File: src/rtl/ds_modulator_pkg.sv
// Shared types and constants for the error-feedback delta-sigma modulator.
// Contents: error-history width, dither LFSR seed/taps, serial phase enum,
//           noise-shaping coefficient triple and its lookup.
package ds_modulator_pkg;

   localparam int          SREG_BITS = 16;
   localparam logic [15:0] LFSR_SEED = 16'hACE1;
   // Galois form of x^16+x^14+x^13+x^11+1, right-shifting.
   localparam logic [15:0] LFSR_TAPS = 16'hB400;

   typedef enum logic [1:0] {
      PH_LOAD = 2'd0,   // acc <= attenuated input + dither
      PH_TAP1 = 2'd1,   // acc += c1 * e[n-1]
      PH_TAP2 = 2'd2,   // acc += c2 * e[n-2]
      PH_OUT  = 2'd3    // v = acc + c3 * e[n-3]; quantize and emit
   } phase_e;

   typedef struct packed {
      logic signed [2:0] c1;
      logic signed [2:0] c2;
      logic signed [2:0] c3;
   } coeff_t;

   // NTF = (1 - z^-1)^k; selector 3 gives plain truncation, 4..15 fall back to 1st order.
   function automatic coeff_t coeff_lookup(input logic [3:0] sel);
      coeff_t c;
      case (sel)
         4'd1:    c = '{c1: 3'sd2, c2: -3'sd1, c3: 3'sd0};
         4'd2:    c = '{c1: 3'sd3, c2: -3'sd3, c3: 3'sd1};
         4'd3:    c = '{c1: 3'sd0, c2: 3'sd0,  c3: 3'sd0};
         default: c = '{c1: 3'sd1, c2: 3'sd0,  c3: 3'sd0};
      endcase
      return c;
   endfunction

endpackage

File: src/rtl/ds_lfsr.sv
// 16-bit Galois LFSR for modulator dither, advancing 1..4 steps per enabled clock.
// Latency: new state visible the cycle after an enabled edge; reload to seed is synchronous.
// Backpressure: none; 'advance' low holds the state, reset/reset_lfsr reload regardless of advance.
// Ports: clk, reset (sync, active-high), reset_lfsr (sync reload), advance (clock enable),
//        extra_steps (additional steps beyond the first), state (current register value).
module ds_lfsr
   import ds_modulator_pkg::*;
(
   input  logic        clk,
   input  logic        reset,
   input  logic        reset_lfsr,
   input  logic        advance,
   input  logic [1:0]  extra_steps,
   output logic [15:0] state
);

   logic [15:0] state_next;

   function automatic logic [15:0] lfsr_step(input logic [15:0] s);
      return s[0] ? ((s >> 1) ^ LFSR_TAPS) : (s >> 1);
   endfunction

   // Unrolled chain of up to four steps; step 0 always happens.
   always_comb begin
      state_next = state;
      for (int i = 0; i < 4; i++) begin
         if (i <= int'(extra_steps)) begin
            state_next = lfsr_step(state_next);
         end
      end
   end

   always_ff @(posedge clk) begin
      if (reset || reset_lfsr) begin
         state <= LFSR_SEED;
      end else if (advance) begin
         state <= state_next;
      end
   end

endmodule

File: src/rtl/noise_shaping_ds_modulator.sv
// Error-feedback delta-sigma requantizer: IN_BITS fixed-point u -> OUT_BITS code y, 0..3rd order shaping.
// Latency: serial, one sample per 4 enabled clocks; y/y_valid_out update the cycle after phase 3.
// Backpressure: none; en low freezes all state. Optional dither under macro DS_NOISE_EN.
// Ports: clk, reset (sync, active-high), en, reset_lfsr, noise_mode, n_decorrelate, coeff_choice,
//        u, u_rshift, force_err, forced_err_value (inputs); y, y_valid_out (outputs).
module noise_shaping_ds_modulator
   import ds_modulator_pkg::*;
#(
   parameter int IN_BITS   = 16,
   parameter int FRAC_BITS = 8,
   parameter int OUT_BITS  = 9
) (
   input  logic                 clk,
   input  logic                 reset,
   input  logic                 en,
   input  logic                 reset_lfsr,
   input  logic [1:0]           noise_mode,
   input  logic [1:0]           n_decorrelate,
   input  logic [3:0]           coeff_choice,
   input  logic [IN_BITS-1:0]   u,
   input  logic [2:0]           u_rshift,
   output logic [OUT_BITS-1:0]  y,
   output logic                 y_valid_out,
   input  logic                 force_err,
   input  logic [FRAC_BITS-1:0] forced_err_value
);

   localparam int ACC_BITS = OUT_BITS + FRAC_BITS + 2;
   localparam logic signed [ACC_BITS-1:0] Y_MAX = ACC_BITS'((1 << OUT_BITS) - 1);

   phase_e                     phase_q, phase_d;
   logic signed [ACC_BITS-1:0] acc;
   logic [SREG_BITS-1:0]       sreg [3];

   logic [IN_BITS-1:0]         u_att;
   logic signed [ACC_BITS-1:0] dither;
   logic signed [ACC_BITS-1:0] acc_load;
   coeff_t                     coeff;
   logic signed [2:0]          c_sel;
   logic [SREG_BITS-1:0]       s_sel;
   logic signed [ACC_BITS-1:0] prod;
   logic signed [ACC_BITS-1:0] acc_sum;
   logic signed [ACC_BITS-1:0] y_int;
   logic [OUT_BITS-1:0]        y_next;
   logic [FRAC_BITS-1:0]       e_next;

   // |c| <= 3, so every product is a shift, a shift plus add, or their negation.
   function automatic logic signed [ACC_BITS-1:0] shift_add(input logic signed [2:0] c,
                                                            input logic [SREG_BITS-1:0] s);
      logic signed [ACC_BITS-1:0] se;
      logic signed [ACC_BITS-1:0] r;
      se = $signed({{(ACC_BITS-SREG_BITS){1'b0}}, s});
      case (c)
         3'b001:  r = se;
         3'b010:  r = se <<< 1;
         3'b011:  r = (se <<< 1) + se;
         3'b111:  r = -se;
         3'b110:  r = -(se <<< 1);
         3'b101:  r = -((se <<< 1) + se);
         default: r = '0;
      endcase
      return r;
   endfunction

   // ---------------- phase sequencer ----------------
   always_ff @(posedge clk) begin
      if (reset) begin
         phase_q <= PH_LOAD;
      end else begin
         phase_q <= phase_d;
      end
   end

   always_comb begin
      phase_d = phase_q;
      if (en) begin
         case (phase_q)
            PH_LOAD: phase_d = PH_TAP1;
            PH_TAP1: phase_d = PH_TAP2;
            PH_TAP2: phase_d = PH_OUT;
            PH_OUT:  phase_d = PH_LOAD;
            default: phase_d = PH_LOAD;
         endcase
      end
   end

   // ---------------- dither ----------------
`ifdef DS_NOISE_EN
   localparam logic signed [ACC_BITS-1:0] HALF = ACC_BITS'(1 << (FRAC_BITS - 1));

   logic [15:0]                lfsr_state;
   logic signed [ACC_BITS-1:0] d_a;
   logic signed [ACC_BITS-1:0] d_b;

   ds_lfsr u_lfsr (
      .clk         (clk),
      .reset       (reset),
      .reset_lfsr  (reset_lfsr),
      .advance     (en),
      .extra_steps (n_decorrelate),
      .state       (lfsr_state)
   );

   // Two disjoint slices; their sum gives a triangular PDF.
   assign d_a = $signed({{(ACC_BITS-FRAC_BITS){1'b0}}, lfsr_state[FRAC_BITS-1:0]}) - HALF;
   assign d_b = $signed({{(ACC_BITS-FRAC_BITS){1'b0}}, lfsr_state[2*FRAC_BITS-1:FRAC_BITS]}) - HALF;

   always_comb begin
      dither = '0;
      case (noise_mode)
         2'd1:    dither = d_a;
         2'd2:    dither = d_a + d_b;
         default: dither = '0;
      endcase
   end
`else
   logic unused_cfg;
   assign unused_cfg = ^{noise_mode, n_decorrelate, reset_lfsr};
   assign dither     = '0;
`endif

   // ---------------- datapath ----------------
   assign u_att    = u >> u_rshift;
   assign acc_load = $signed({{(ACC_BITS-IN_BITS){1'b0}}, u_att}) + dither;
   assign coeff    = coeff_lookup(coeff_choice);

   always_comb begin
      c_sel = coeff.c1;
      s_sel = sreg[0];
      case (phase_q)
         PH_TAP2: begin
            c_sel = coeff.c2;
            s_sel = sreg[1];
         end
         PH_OUT: begin
            c_sel = coeff.c3;
            s_sel = sreg[2];
         end
         default: begin
            c_sel = coeff.c1;
            s_sel = sreg[0];
         end
      endcase
   end

   assign prod    = shift_add(c_sel, s_sel);
   assign acc_sum = acc + prod;          // in PH_OUT this is v
   assign y_int   = acc_sum >>> FRAC_BITS;

   // Saturate the code only; the fed-back error stays the raw fractional part of v.
   always_comb begin
      if (y_int < 0) begin
         y_next = '0;
      end else if (y_int > Y_MAX) begin
         y_next = Y_MAX[OUT_BITS-1:0];
      end else begin
         y_next = y_int[OUT_BITS-1:0];
      end
   end

   assign e_next = force_err ? forced_err_value : acc_sum[FRAC_BITS-1:0];

   always_ff @(posedge clk) begin
      if (reset) begin
         acc         <= '0;
         sreg[0]     <= '0;
         sreg[1]     <= '0;
         sreg[2]     <= '0;
         y           <= '0;
         y_valid_out <= 1'b0;
      end else begin
         y_valid_out <= 1'b0;
         if (en) begin
            case (phase_q)
               PH_LOAD: acc <= acc_load;
               PH_TAP1: acc <= acc_sum;
               PH_TAP2: acc <= acc_sum;
               PH_OUT: begin
                  y           <= y_next;
                  sreg[2]     <= sreg[1];
                  sreg[1]     <= sreg[0];
                  sreg[0]     <= {{(SREG_BITS-FRAC_BITS){1'b0}}, e_next};
                  y_valid_out <= 1'b1;
               end
               default: acc <= acc;
            endcase
         end
      end
   end

endmodule

File: config.mk
export PLATFORM = sky130hd
export DESIGN_NAME = noise_shaping_ds_modulator
export DESIGN_NICKNAME = d
export VERILOG_FILES = /design/src/rtl/ds_modulator_pkg.sv /design/src/rtl/ds_lfsr.sv /design/src/rtl/noise_shaping_ds_modulator.sv
export SDC_FILE = /design/constraint.sdc
export NUM_CORES = 1
export LEC_CHECK = 0
export BUFFER_PORTS_ARGS = -buffer_cell sky130_fd_sc_hd__buf_2
export CORE_MARGIN = 4
export CORE_UTILIZATION = 61
export CTS_CLUSTER_DIAMETER = 30
export DETAILED_ROUTE_END_ITERATION = 10
export PLACE_DENSITY = 0.82
export SYNTH_ARGS = -nofsm -noshare
export SYNTH_HDL_FRONTEND = slang
export SYNTH_HIERARCHICAL = 1
export SYNTH_SLANG_ARGS = --single-unit
File: constraint.sdc
create_clock -name clk -period 6.74 [get_ports clk]
set_input_delay 0 -clock clk [delete_from_list [all_inputs] [get_ports clk]]
set_output_delay 0 -clock clk [all_outputs]
set_load 0.1 [all_outputs]
# Yosys cells after proc, flatten, opt, wreduce, memory -nomap -nowiden

Memories as Yosys holds them, arrays and structs flattened.
Index checks and enable logic that the tools add are counted.

Output and inout port bits: 10
RAM bits: 48
Memories kept: 1
Bits of input ports: 40
Memory bits (read-only): 0
Bits in latches: 0
Register bits: 31
Word-level logic and storage cells: 51

Memory list:

| memory | depth | width | read ports | clocked after Yosys merged registers in | wr ports | RTL line                         | source |
|---|---|---|---|---|---|---|---|
| sreg   | 3     | 16    | 3          | 0                                       | 3        | noise_shaping_ds_modulator.sv:33 | `logic [SREG_BITS-1:0] sreg [3];` |

Muxes and demuxes: 18
Bitwise logic cells: 3
Shift operators: 1
Multiply operators: 0
Order comparisons: 2
Reduce and logical (&&, ||, !) cells: 5
Add/sub/neg operators: 5
Divide/modulo/power cells: 0
Equal/unequal tests: 12

Operators with widths:

| kind                   | count |
|---|---|
| $pmux W19 S6           | 1 |
| $mux W16               | 3 |
| $pmux W19 S2           | 1 |
| $pmux W16 S2           | 1 |
| $pmux W8 S3            | 1 |
| $add A19 B19 Y19       | 1 |
| $neg A16 Y19           | 1 |
| $neg A17 Y19           | 1 |
| $neg A18 Y19           | 1 |
| $add A17 B16 Y18       | 1 |
| $mux W9                | 2 |
| $shr A16 B3 Y16        | 1 |
| $gt A11 B10 Y1 const B | 1 |
| $lt A11 B1 Y1 const B  | 1 |
| $eq A3 B3 Y1 const B   | 3 |
| $eq A4 B2 Y1 const B   | 2 |
| $mux W8                | 1 |
| $pmux W2 S4            | 1 |
| $eq A3 B2 Y1 const B   | 2 |
| $mux W1                | 6 |
| $pmux W3 S2            | 1 |
| $eq A2 B2 Y1 const B   | 2 |
| $eq A4 B1 Y1 const B   | 1 |
| $reduce_and A2 Y1      | 2 |
| 6 further kinds        | 8 |

# Longest topological paths before layout

Gate-level depths: netlist of the first run.

Depth after elaboration: 9
Mapped depth: 28
Mapped depth without buffers: 27

# Least setup slack after synthesis of the first run

OpenSTA, ideal clock, no wires.

Path kind: reg2reg
Start point: register phase_q[0]
End point: register acc[18]
Clock period less this slack: 5540 ps
Setup time: 133 ps
Cell stages (with the launch flop): 27
Buffers on the path: 2
Required time: 6607 ps
Arrival time: 5406 ps
Setup slack: 1200 ps
Path through: dfxtp_1 -> inv_1 -> ha_1 -> buf_6 -> clkbuf_1 -> a22o_1 -> a21o_1 -> ha_1 -> ha_1 -> o211a_1 -> a31oi_1 -> xnor2_1 -> nand2b_1 -> or3_1 -> nor3_1 -> xnor2_1 -> o221ai_1 -> ha_1 -> a21oi_1 -> o21bai_1 -> a211oi_1 -> o21ai_0 -> a22oi_1 -> a211oi_1 -> and4_1 -> o41ai_1 -> o41ai_1

Cells in the longest elaborated chain, start to end: 7
Elaborated cells on any way between the ends: 22
Classes of those cells: 5 x add/sub; 9 x eq/ne; 4 x mux; 4 x reduce/logical

Ends and longest elaborated chain:

| element                         | RTL line                                                             | source |
|---|---|---|
| start, declared                 | noise_shaping_ds_modulator.sv:31                                     | `phase_e phase_q, phase_d;` |
| start signal, assigned          | noise_shaping_ds_modulator.sv:70                                     | `phase_q <= phase_d;` |
| $eq A2 B2 Y1 (on tied branches) | noise_shaping_ds_modulator.sv:130, noise_shaping_ds_modulator.sv:174 |  |
| $pmux W16 S2                    | noise_shaping_ds_modulator.sv:130                                    | `case (phase_q)` |
| $add A17 B16 Y18                | noise_shaping_ds_modulator.sv:56, noise_shaping_ds_modulator.sv:59   |  |
| $neg A18 Y19                    | noise_shaping_ds_modulator.sv:59                                     | `3'b101: r = -((se <<< 1) + se);` |
| $pmux W19 S6                    | noise_shaping_ds_modulator.sv:53                                     | `case (c)` |
| $add A19 B19 Y19                | noise_shaping_ds_modulator.sv:147                                    | `assign acc_sum = acc + prod;` |
| $pmux W19 S2                    | noise_shaping_ds_modulator.sv:174                                    | `case (phase_q)` |
| end signal, assigned            | noise_shaping_ds_modulator.sv:175                                    | `PH_LOAD: acc <= acc_load;` |
| end signal, assigned            | noise_shaping_ds_modulator.sv:176                                    | `PH_TAP1: acc <= acc_sum;` |
| end signal, assigned            | noise_shaping_ds_modulator.sv:177                                    | `PH_TAP2: acc <= acc_sum;` |
| end, declared                   | noise_shaping_ds_modulator.sv:32                                     | `logic signed [ACC_BITS-1:0] acc;` |

Several ways; a longest one is shown, not always the timed one.
A chain may end at the register's enable or synchronous reset.

# Final worst setup path of the first run

Start point: register phase_q[0]
End point: register y[1]

Cells in the longest elaborated chain, start to end: 9
Elaborated cells on any way between the ends: 21
Classes of those cells: 5 x add/sub; 2 x order compare; 8 x eq/ne; 5 x mux; 1 x reduce/logical

Ends and longest elaborated chain:

| element                         | RTL line                                                             | source |
|---|---|---|
| $eq A2 B2 Y1 (on tied branches) | noise_shaping_ds_modulator.sv:130, noise_shaping_ds_modulator.sv:174 |  |
| $pmux W16 S2                    | noise_shaping_ds_modulator.sv:130                                    |  |
| $add A17 B16 Y18                | noise_shaping_ds_modulator.sv:56, noise_shaping_ds_modulator.sv:59   |  |
| $neg A18 Y19                    | noise_shaping_ds_modulator.sv:59                                     |  |
| $pmux W19 S6                    | noise_shaping_ds_modulator.sv:53                                     |  |
| $add A19 B19 Y19                | noise_shaping_ds_modulator.sv:147                                    |  |
| $gt A11 B10 Y1                  | noise_shaping_ds_modulator.sv:154                                    | `end else if (y_int > Y_MAX) begin` |
| $mux W9                         | noise_shaping_ds_modulator.sv:154                                    |  |
| $mux W9                         | noise_shaping_ds_modulator.sv:152                                    | `if (y_int < 0) begin` |
| end signal, assigned            | noise_shaping_ds_modulator.sv:179                                    | `y <= y_next;` |
| end, declared                   | noise_shaping_ds_modulator.sv:22                                     | `output logic [OUT_BITS-1:0] y,` |

Several ways; a longest one is shown, not always the timed one.

==> impl_results.md, run 1 <==
* Routed len/inst at 17.46 microns
* Fmax achieved at 160.4 MHz
* Layout area overhead at 6.506%
* Number of remaining DRC errors at 0
* Sw Pwr at 0.3460 mW
* Largest delay contributor family on the critical path: simple AND/OR/NAND/NOR gates
* CP Data Required Time at 6.96 ns
* CTS H-tree depth at 2
* Vias post-DR at 4,686
* Crit path capture type: register
* WL final at 12,850 microns
* CP bufs+invs at 3
* Crit-path most repeated cell: nand2_1
* ANT nets after route at 0
* First-pass DRT Iterations at 5
* Post-synthesis area per instance at 8.071 sq um
* Clock transition at path regs at 0.10 ns
* Share of layout cells above drive strength 1 at 12.46%
* Vias per cell at 6.367
* Clk pwr share at 20.3%
* GP Congestion at 0.9668
* Initial Util at 63.06%
* Clk_lat worst skew at 0.31 ns
* FP Rows at 32
* Internal Power at 0.5716 mW
* Global-route wire length before repair at 20,660 microns
* Status: completed
* Post-synth ARST share at 0%
* CTS root buffer: clkbuf_8
* Cells after synthesis at 610
* Seq/Total Area, Yosys at 27.24%
* Post-Syn Nets at 679
* Synth warn at 6
* Slowest Stage Delay on Critical Path at 0.46 ns
* Critical-path top delay cell: or3b_1
* Setup Buffers After CTS at 0
* Maxcap violations at 0
* 1st-iter DRT viols at 293
* Min Tclk post-route at 6.236 ns
* Initial antenna violation count at 0
* Max VDD drop at 100.9 uV
* Max_slew headroom at 35.42%
* Nets@finish at 702
* Num CTS Buffers at 5
* Static Leakage at 2.303 nW
* Period utilization at 92.52%
* Core ar. at 7807 sq um
* Startpoint Class: register
* Post-synth top flop: dfxtp_1
* Worst EP arrival at 6.46 ns
* Port bufs at 44
* CTS tree: yes
* GR Overflow Total at 0
* Placed cells at 726
* Non-Filler Instances at 736
* Sink Count at 55
* Clock skew at 0.01140 ns
* Synthesized flop and latch total at 55
* I/O pin cnt at 50
* Largest net degree at the start of global routing at 28
* Setup TNS Final at 0 ns
* Vias in the first global route at 4,364
* Final Hold Fails at 0
* Post-DP HPWL at 9816 microns
* Setup CP Type: reg -> reg
* Final Max Tran Viols at 0
* Tot Pwr at 0.9176 mW
* Die H at 97.84 microns
* Die W at 97.84 microns
* DIE AREA at 9573 sq um
* Reg power frac at 41.1%
* Worst Tran Pin Value at 0.9628 ns
* CTS max path bufs at 2
* Total global-route track usage at 25.80%
* Worst-path fanout max at 12
* Library cells used by synthesis at 65
* Number of flops mapped to enable cells by yosys at 24
* Setup Viol. Count Final at 0
* Combinational Power Share at 38.7%
* Ant. Diodes at 0
* Hold Path Class: in -> reg
* Sw frac at 37.71%
* P per Cell Area at 175.0 nW/um^2
* Synthesized cell area at 4923 sq um
* RSZ-0062 raised after global routing: no
## power groups by stage
stage	logic [mW]	clock network [mW]	registers, mW
after global placement	0.337	0	0.383
after floorplan	0.265	0	0.382
after detailed placement	0.344	0	0.384
after global routing	0.388	0.201	0.378
final	0.355	0.186	0.377
after CTS	0.348	0.186	0.376
## layout by cell type (no fill, tap or decap), types with 11 or more instances in the layout
cell type   n
nor2_1     68
nand2_1    57
a21oi_1    50
buf_2      44
dfxtp_1    31
ha_1       28
and2_1     27
xnor2_1    24
edfxtp_1   24
o21ai_0    23
a21o_1     19
a211oi_1   19
mux2i_1    18
inv_1      16
nor3_1     15
nand3_1    11
xor2_1     11
## cells in the mapped netlist, types with 4 or more instances
library cell / count / area, sq um
o211ai_1: 6 / 45.04
nor2b_1: 9 / 56.30
mux2i_1: 18 / 180.2
o21bai_1: 5 / 37.54
a21oi_1: 50 / 250.2
o21a_1: 6 / 45.04
nand3_1: 11 / 55.05
nand2_1: 57 / 214.0
a21o_1: 19 / 142.6
inv_1: 15 / 56.30
o21ai_0: 24 / 120.1
o22ai_1: 5 / 31.28
dfxtp_1: 31 / 620.6
a222oi_1: 4 / 40.04
a211oi_1: 20 / 150.1
edfxtp_1: 24 / 720.7
a22oi_1: 4 / 30.03
a221oi_1: 5 / 43.79
clkbuf_1: 25 / 93.84
mux2_2: 6 / 67.56
nor2_1: 68 / 255.2
nand2b_1: 4 / 25.02
and3_1: 8 / 50.05
buf_6: 7 / 78.83
and2_1: 27 / 168.9
nor3_1: 15 / 75.07
o31ai_1: 9 / 67.56
a22o_1: 6 / 52.55
xor2_1: 11 / 96.34
xnor2_1: 24 / 210.2
ha_1: 28 / 350.3
## final timing paths
kind                                           from         end  slack [ns]  cells past startpoint
worst min register to register                 y[2]        y[2]        0.46                      2
worst max register to register           phase_q[0]        y[1]        0.50                     28
worst min-delay path            forced_err_value[3]  sreg[0][3]        0.02                      3
worst max-delay path                     phase_q[0]        y[1]        0.50                     28
## state kept, by name (all words and copies together), names as in the netlist
name and cells:
y_valid_out 1, phase_q 2, acc 19, y 9, sreg 24
## timing repair
action / in CTS / in global routing
setup endpoints to repair: 0 / 10
gates resized for setup: 0 / 3
hold buffers: 2 / 0
hold endpoints to repair: 2 / 0
## cells by family (layout without fill, tap and decap cells)
group	Yosys count	after routing	share of synthesized area, %
multiplexers	24	24	5.032
adder cells (fa/ha/maj)	29	29	7.522
XOR/XNOR	36	36	6.734
buffers and inverters	54	78	5.235
flip-flops	55	55	27.24
AO/OA/AOI/OAI	192	192	26.89
AND/OR/NAND/NOR	220	220	21.35
## routing by layer
layer / track usage [%] / routed length, microns / part of all wire [%]
met1: 31.82 / 5409 / 42
met4: 11.82 / 519 / 4.0
met3: 3.786 / 782 / 6.1
met2: 44.35 / 6139 / 48
met5: 0 / 0 / 0
## layout make-up
class | instances | area (sq um)
clock inverter | 3 | 15.01
inverter | 17 | 63.81
tap | 102 | 127.6
sequential | 55 | 1341
fill | 648 | 2564
timing repair buffer | 53 | 292.8
multi-input combinational | 501 | 3334
clock buffer | 5 | 68.82
## tightest hold or removal path: cells and delay by family
family | cells | cell delay (ns)
buffers and inverters | 1 | 0.09
and+or+nand+nor | 1 | 0.07
AOI/OAI and AO/OA | 1 | 0.06
## per-stage QoR
stage | setup slack [ns] | instance area (sq um) | util, % | hold WS [ns]
after global routing | 0.05864 | 5244 | 67.16 | 0.02299
after detailed placement | 0.5061 | 5130 | 65.71 | 0.2892
after global placement | 0.6565 | 5130 | 65.71 | 0.2854
final | 0.5040 | 5244 | 67.16 | 0.01847
after floorplan | 1.200 | 4923 | - | 0.1023
after CTS | 0.4597 | 5234 | 67.04 | 0.01641
No activity file was read; power rests on OpenSTA's default activity.
==> inputs of run 2 (changes only) <==
CAP_MARGIN = 40   (was default)
CORE_UTILIZATION = 62   (was 61)
CTS_BUF_LIST = sky130_fd_sc_hd__clkbuf_8   (was default)
PLACE_DENSITY = 0.83   (was 0.82)
==> run 2 against run 1 <==
Effect of this change: clock power increased by 21%; sequential cell count unchanged; global-route usage grew 1.3 points; total power is 5.0% higher; die area down 1.5%; clock skew up 0.0022 ns; first-iteration DRC count fell by 2.7%; critical endpoint is now y[5]; clock-buffer cell count stayed put; maximum frequency shrank 1.6%; sequential share of layout area fell by 0.28 points; largest cell class unchanged; largest power group unchanged.
==> impl_results.md, run 2 (same netlist as run 1, synthesis figures left out) <==
* Critical R2R Launch: phase_q[0]
* Worst slack, placed at 0.4208 ns (-0.08524 ns)
* I/O pin cnt at 50 (unchanged)
* Max reg flops at 24 (unchanged)
* Core ar. at 7727 sq um (-1.0%)
* Slowest Stage Delay on Critical Path at 0.46 ns (about the same)
* Worst setup margin at 0.4009 ns (-0.1032 ns)
* Min Tclk post-route at 6.339 ns (+0.1032 ns)
* FP Rows at 32 (unchanged)
* P per Cell Area at 181.7 nW/um^2 (+3.8%)
* Die W at 97.11 microns (-0.75%)
* Max VDD drop at 116.6 uV (+16%)
* Most common cell after layout, fill and taps aside: nor2_1
* Routed len/inst at 17.63 microns (+0.99%)
* Max_slew headroom at 38.70% (+3.3 points)
* Number of remaining DRC errors at 0 (unchanged)
* Area of the multi-input gates at 3336 sq um (about the same)
* Total global-route track usage at 27.11% (+1.3 points)
* Largest registers: sreg: 24 flops, acc: 19 flops, y: 9 flops
* Met3 usage at 3.877% (+0.091 points)
* Worst Tran Pin Value at 0.9140 ns (-0.04888 ns)
* CTS max path bufs at 2 (unchanged)
* Worst reg-to-reg path cell count at 28 (unchanged)
* Die H at 97.11 microns (-0.75%)
* First-pass DRT Iterations at 5 (unchanged)
* Num CTS Buffers at 5 (unchanged)
* Met2 global-route usage at 47.98% (+3.6 points)
* Initial Util at 63.71% (+0.65 points)
* Reg2reg setup slack at 0.40 ns (-0.10 ns)
* Setup CP Type: reg -> reg
* Critical-path top delay cell: or3b_1
* Final Hold Fails at 0 (unchanged)
* DIE AREA at 9430 sq um (-1.5%)
* Global-route wire length before repair at 21,360 microns (+3.4%)
* Clk_lat worst skew at 0.31 ns (about the same)
* Initial antenna violation count at 0 (unchanged)
* Clock skew at 0.01360 ns (+0.002194 ns)
* Layout area overhead at 7.700%
* CTS H-tree depth at 2 (unchanged)
* Worst-path fanout max at 15 (+3)
* Final Max Tran Viols at 0 (unchanged)
* Static Leakage at 2.331 nW (+1.2%)
* Fmax achieved at 157.8 MHz (-1.6%)
* Post-DP HPWL at 9788 microns (-0.29%)
* Most frequent cells in the layout: 68 x nor2_1, 57 x nand2_1, 50 x a21oi_1
* Worst Hold End: sreg[0][3]
* Clock transition at path regs at 0.11 ns (about the same)
* Largest net degree at the start of global routing at 28 (unchanged)
* Top reg by flops: sreg
* Worst EP arrival at 6.56 ns (+0.10 ns)
* Period utilization at 94.05% (+1.5 points)
* CTS root buffer: clkbuf_8
* 1st-iter DRT viols at 285 (-2.7%)
* Vias post-DR at 4,680 (-0.13%)
* GRT busiest layer: met2
* Sink Count at 55 (unchanged)
* Min-delay src: forced_err_value[3]
* Setup Viol. Count Final at 0 (unchanged)
* RSZ-0062 raised after global routing: no
* Vias per cell at 6.341 (-0.40%)
* Reg area at 1341 sq um (unchanged)
* Fillers at 637 (-1.7%)
* WL final at 13,010 microns (+1.3%)
* Setup Buffers After CTS at 0 (unchanged)
* CTS tree: yes
* CP Data Required Time at 6.96 ns (about the same)
* Startpoint Class: register
* GR Overflow Total at 0 (unchanged)
* M1 GR Usage at 32.64% (+0.82 points)
* Crit path capture type: register
* Port bufs at 44 (unchanged)
* Maxcap violations at 0 (unchanged)
* Hold Path Class: in -> reg
* Setup TNS Final at 0 ns (unchanged)
* GP Congestion at 0.9639 (-0.30%)
* Nets@finish at 704 (+0.28%)
* Ant. Diodes at 0 (unchanged)
* Status: completed
* Worst r2r dst: y[5]
* Share of layout cells above drive strength 1 at 12.89% (+0.43 points)
* Vias in the first global route at 4,454 (+2.1%)
* Hold depth at 3 (unchanged)
* ANT nets after route at 0 (unchanged)
[run 2: cell count changes in the layout (fill, tap and decap cells not counted), sizes merged]
cell,previous run,this run
bufinv,0,1
dlygate4sd3,2,1
clkinv,2,1
buf,51,54
[run 2: area by class of cell]
cell class | instances | area share (%)
multi-input combinational | 501 | 62.91
sequential | 55 | 25.29
timing repair buffer | 55 | 6.135
tap | 102 | 2.407
clock buffer | 5 | 1.298
inverter | 17 | 1.203
clock inverter | 3 | 0.7551
[run 2: worst max path at each step]
stage	slack, ns	from	to
after CTS	0.38	phase_q[0]	y[3]
after floorplan	1.20	phase_q[0]	acc[18]
final	0.40	phase_q[0]	y[5]
after global routing	0.003	phase_q[0]	y[1]
after global placement	0.63	phase_q[0]	y[8]
after detailed placement	0.42	phase_q[0]	y[3]
[run 2: where the power goes]
group          switching [mW]  total, mW  internal (mW)
combinational           0.223      0.362          0.139
sequential             0.0118      0.377          0.365
clock                   0.115      0.225          0.110
[run 2: worst max-delay path: cells and delay by family (launching register included)]
family	cells	cell delay [ns]
fa+ha+maj	3	1.07
compound gates	9	1.83
flops	1	0.40
simple gates	10	2.09
xor+xnor	3	0.49
buf+inv	3	0.36
[run 2: through the flow]
| stage | hold slack, ns | instance area [sq um] | utilization, % | instances | power, mW |
|---|---|---|---|---|---|
| after detailed placement | 0.2866 | 5145 | 66.58 | 728 | 0.7312 |
| final | 0.002336 | 5303 | 68.62 | 738 | 0.9635 |
| after global placement | 0.2851 | 5137 | 66.48 | 727 | 0.7225 |
| after CTS | 0.002192 | 5264 | 68.12 | 737 | 0.9528 |
| after global routing | 0.01163 | 5303 | 68.62 | 738 | 1.013 |
| after floorplan | 0.1023 | 4923 | - | 610 | 0.6471 |
[run 2: layer usage]
metal	wire, microns	share of wire, %
met4	527	4.0
met3	740	5.7
met5	0	0
met1	5419	42
met2	6327	49
[run 2: timing repair]
item / in CTS / in global routing
endpoints found under the hold margin: 1 / 0
hold buffers: 1 / 0
endpoints found under the setup margin: 0 / 10
gates resized for setup: 0 / 3
==> inputs of run 3 (changes only) <==
CORE_UTILIZATION = 61   (was 62)
CTS_BUF_LIST = default   (was sky130_fd_sc_hd__clkbuf_8)
PLACE_DENSITY = 0.82   (was 0.83)
==> run 3 against run 2 <==
Effect of this change: first-iteration DRC count rose by 13%; sequential share of layout area barely moved; final cell count rose by 0.14%; wire length fell by 1.9%; sequential cell count did not move; clock skew fell by 0.0062 ns; critical endpoint unchanged; worst setup slack got worse by 0.017 ns; highest routed layer unchanged.
==> impl_results.md, run 3 (same netlist as run 1, synthesis figures left out) <==
* Status: completed
* Max reg flops at 24 (unchanged)
* CTS root buffer: clkbuf_8
* Die H at 97.84 microns (+0.75%)
* Hold Path Class: in -> reg
* Clk_lat worst skew at 0.31 ns (about the same)
* Most frequent cells in the layout: 68 x nor2_1, 57 x nand2_1, 50 x a21oi_1
* RSZ-0062 raised after global routing: no
* Setup TNS Final at 0 ns (unchanged)
* Top reg by flops: sreg
* Setup Viol. Count Final at 0 (unchanged)
* Reg area at 1341 sq um (unchanged)
* WL final at 12,770 microns (-1.9%)
* Min-delay src: forced_err_value[3]
* Final Hold Fails at 0 (unchanged)
* Layout area overhead at 7.548%
* Share of layout cells above drive strength 1 at 12.87% (-0.020 points)
* Crit path capture type: register
* Routed len/inst at 17.28 microns (-2.0%)
* Critical-path top delay cell: or3b_1
* Maxcap violations at 0 (unchanged)
* Setup CP Type: reg -> reg
* Global-route wire length before repair at 20,580 microns (-3.7%)
* Fmax achieved at 157.3 MHz (-0.27%)
* Initial Util at 63.06% (-0.65 points)
* DIE AREA at 9573 sq um (+1.5%)
* Setup Buffers After CTS at 0 (unchanged)
* Area of the multi-input gates at 3331 sq um (-0.15%)
* Core ar. at 7807 sq um (+1.0%)
* Max_slew headroom at 39.91% (+1.2 points)
* Port bufs at 44 (unchanged)
* FP Rows at 32 (unchanged)
* Slowest Stage Delay on Critical Path at 0.45 ns (about the same)
* CTS H-tree depth at 2 (unchanged)
* Static Leakage at 2.321 nW (-0.43%)
* Final Max Tran Viols at 0 (unchanged)
* Vias per cell at 6.281 (-0.95%)
* Final Cell Area at 5295 sq um (-0.14%)
* CTS max path bufs at 2 (unchanged)
* Largest registers: sreg: 24 flops, acc: 19 flops, y: 9 flops
* Initial antenna violation count at 0 (unchanged)
* Post-DP HPWL at 9835 microns (+0.48%)
* Crit path from: phase_q[0]
* First-pass DRT Iterations at 5 (unchanged)
* Die W at 97.84 microns (+0.75%)
* Worst EP arrival at 6.58 ns (+0.02 ns)
* Vias post-DR at 4,642 (-0.81%)
* Startpoint Class: register
* GR Overflow Total at 0 (unchanged)
* Num CTS Buffers at 5 (unchanged)
* P per Cell Area at 176.6 nW/um^2 (-2.8%)
* Most common cell after layout, fill and taps aside: nor2_1
* Vias in the first global route at 4,307 (-3.3%)
* Critical R2R Launch: phase_q[0]
* Number of remaining DRC errors at 0 (unchanged)
* Total global-route track usage at 25.75% (-1.4 points)
* Min Tclk post-route at 6.356 ns (+0.01733 ns)
* Largest net degree at the start of global routing at 28 (unchanged)
* Fillers at 640 (+0.47%)
* Max VDD drop at 85.30 uV (-27%)
* I/O pin cnt at 50 (unchanged)
* Clock skew at 0.007414 ns (-0.006185 ns)
* CTS tree: yes
* Period utilization at 94.31% (+0.26 points)
* CP Data Required Time at 6.96 ns (about the same)
* Worst-path fanout max at 12 (-3)
* 1st-iter DRT viols at 321 (+13%)
* DP Area at 5142 sq um (about the same)
* Reg2reg setup slack at 0.38 ns (-0.02 ns)
* Sink Count at 55 (unchanged)
* Clock transition at path regs at 0.10 ns (about the same)
* Ant. Diodes at 0 (unchanged)
* Nets@finish at 705 (+0.14%)
* Worst Tran Pin Value at 0.9014 ns (-0.01258 ns)
* ANT nets after route at 0 (unchanged)
* GP Congestion at 0.9668 (+0.30%)
run 3: routing by layer:
metal / GRT usage [%] / wire length [microns]
met5: 0 / 0
met4: 8.626 / 355
met3: 3.214 / 740
met2: 46.02 / 6247
met1: 31.94 / 5428
run 3: area by class of cell:
cell class                      count  share of cell area, %
Clock buffer                        6                  1.560
Clock inverter                      2                 0.3072
Inverter                           17                  1.205
Multi-Input combinational cell    501                  62.90
Sequential cell                    55                  25.33
Tap cell                          102                  2.410
Timing Repair Buffer               56                  6.285
run 3: power by group:
part / switching [mW] / total [mW] / internal (mW)
Sequential: 0.0115 / 0.376 / 0.365
Combinational: 0.221 / 0.358 / 0.138
Clock: 0.116 / 0.201 / 0.0843
run 3: stage by stage:
| stage | utilization, % | setup WS (ns) | power [mW] | hold WS [ns] | std cells |
|---|---|---|---|---|---|
| floorplan | - | 1.200 | 0.6471 | 0.1023 | 610 |
| global placement | 65.71 | 0.6565 | 0.7203 | 0.2854 | 726 |
| detailed placement | 65.87 | 0.4770 | 0.7294 | 0.2896 | 728 |
| CTS | 67.39 | 0.4008 | 0.9311 | 0.004892 | 738 |
| global route | 67.82 | 0.01262 | 0.9907 | 0.02231 | 739 |
| finish | 67.82 | 0.3835 | 0.9353 | 0.01573 | 739 |
run 3: repair_timing:
action	CTS	global route
hold buffers	2	0
hold endpoints to repair	2	0
endpoints found under the setup margin	0	10
resized for setup	0	2
run 3: worst max-delay path, delay by kind of cell, from the launching register on:
family,cells,cell delay (ns)
AO/OA/AOI/OAI,9,1.84
AND/OR/NAND/NOR,10,2.10
XOR/XNOR,3,0.51
adder cells (fa/ha/maj),3,1.04
buffers and inverters,3,0.37
flip-flops,1,0.40
run 3: final timing paths:
check                    end  cells past startpoint
setup / recovery        y[5]                     28
hold / removal    sreg[0][3]                      3
setup reg to reg        y[5]                     28
hold reg to reg         y[0]                      2
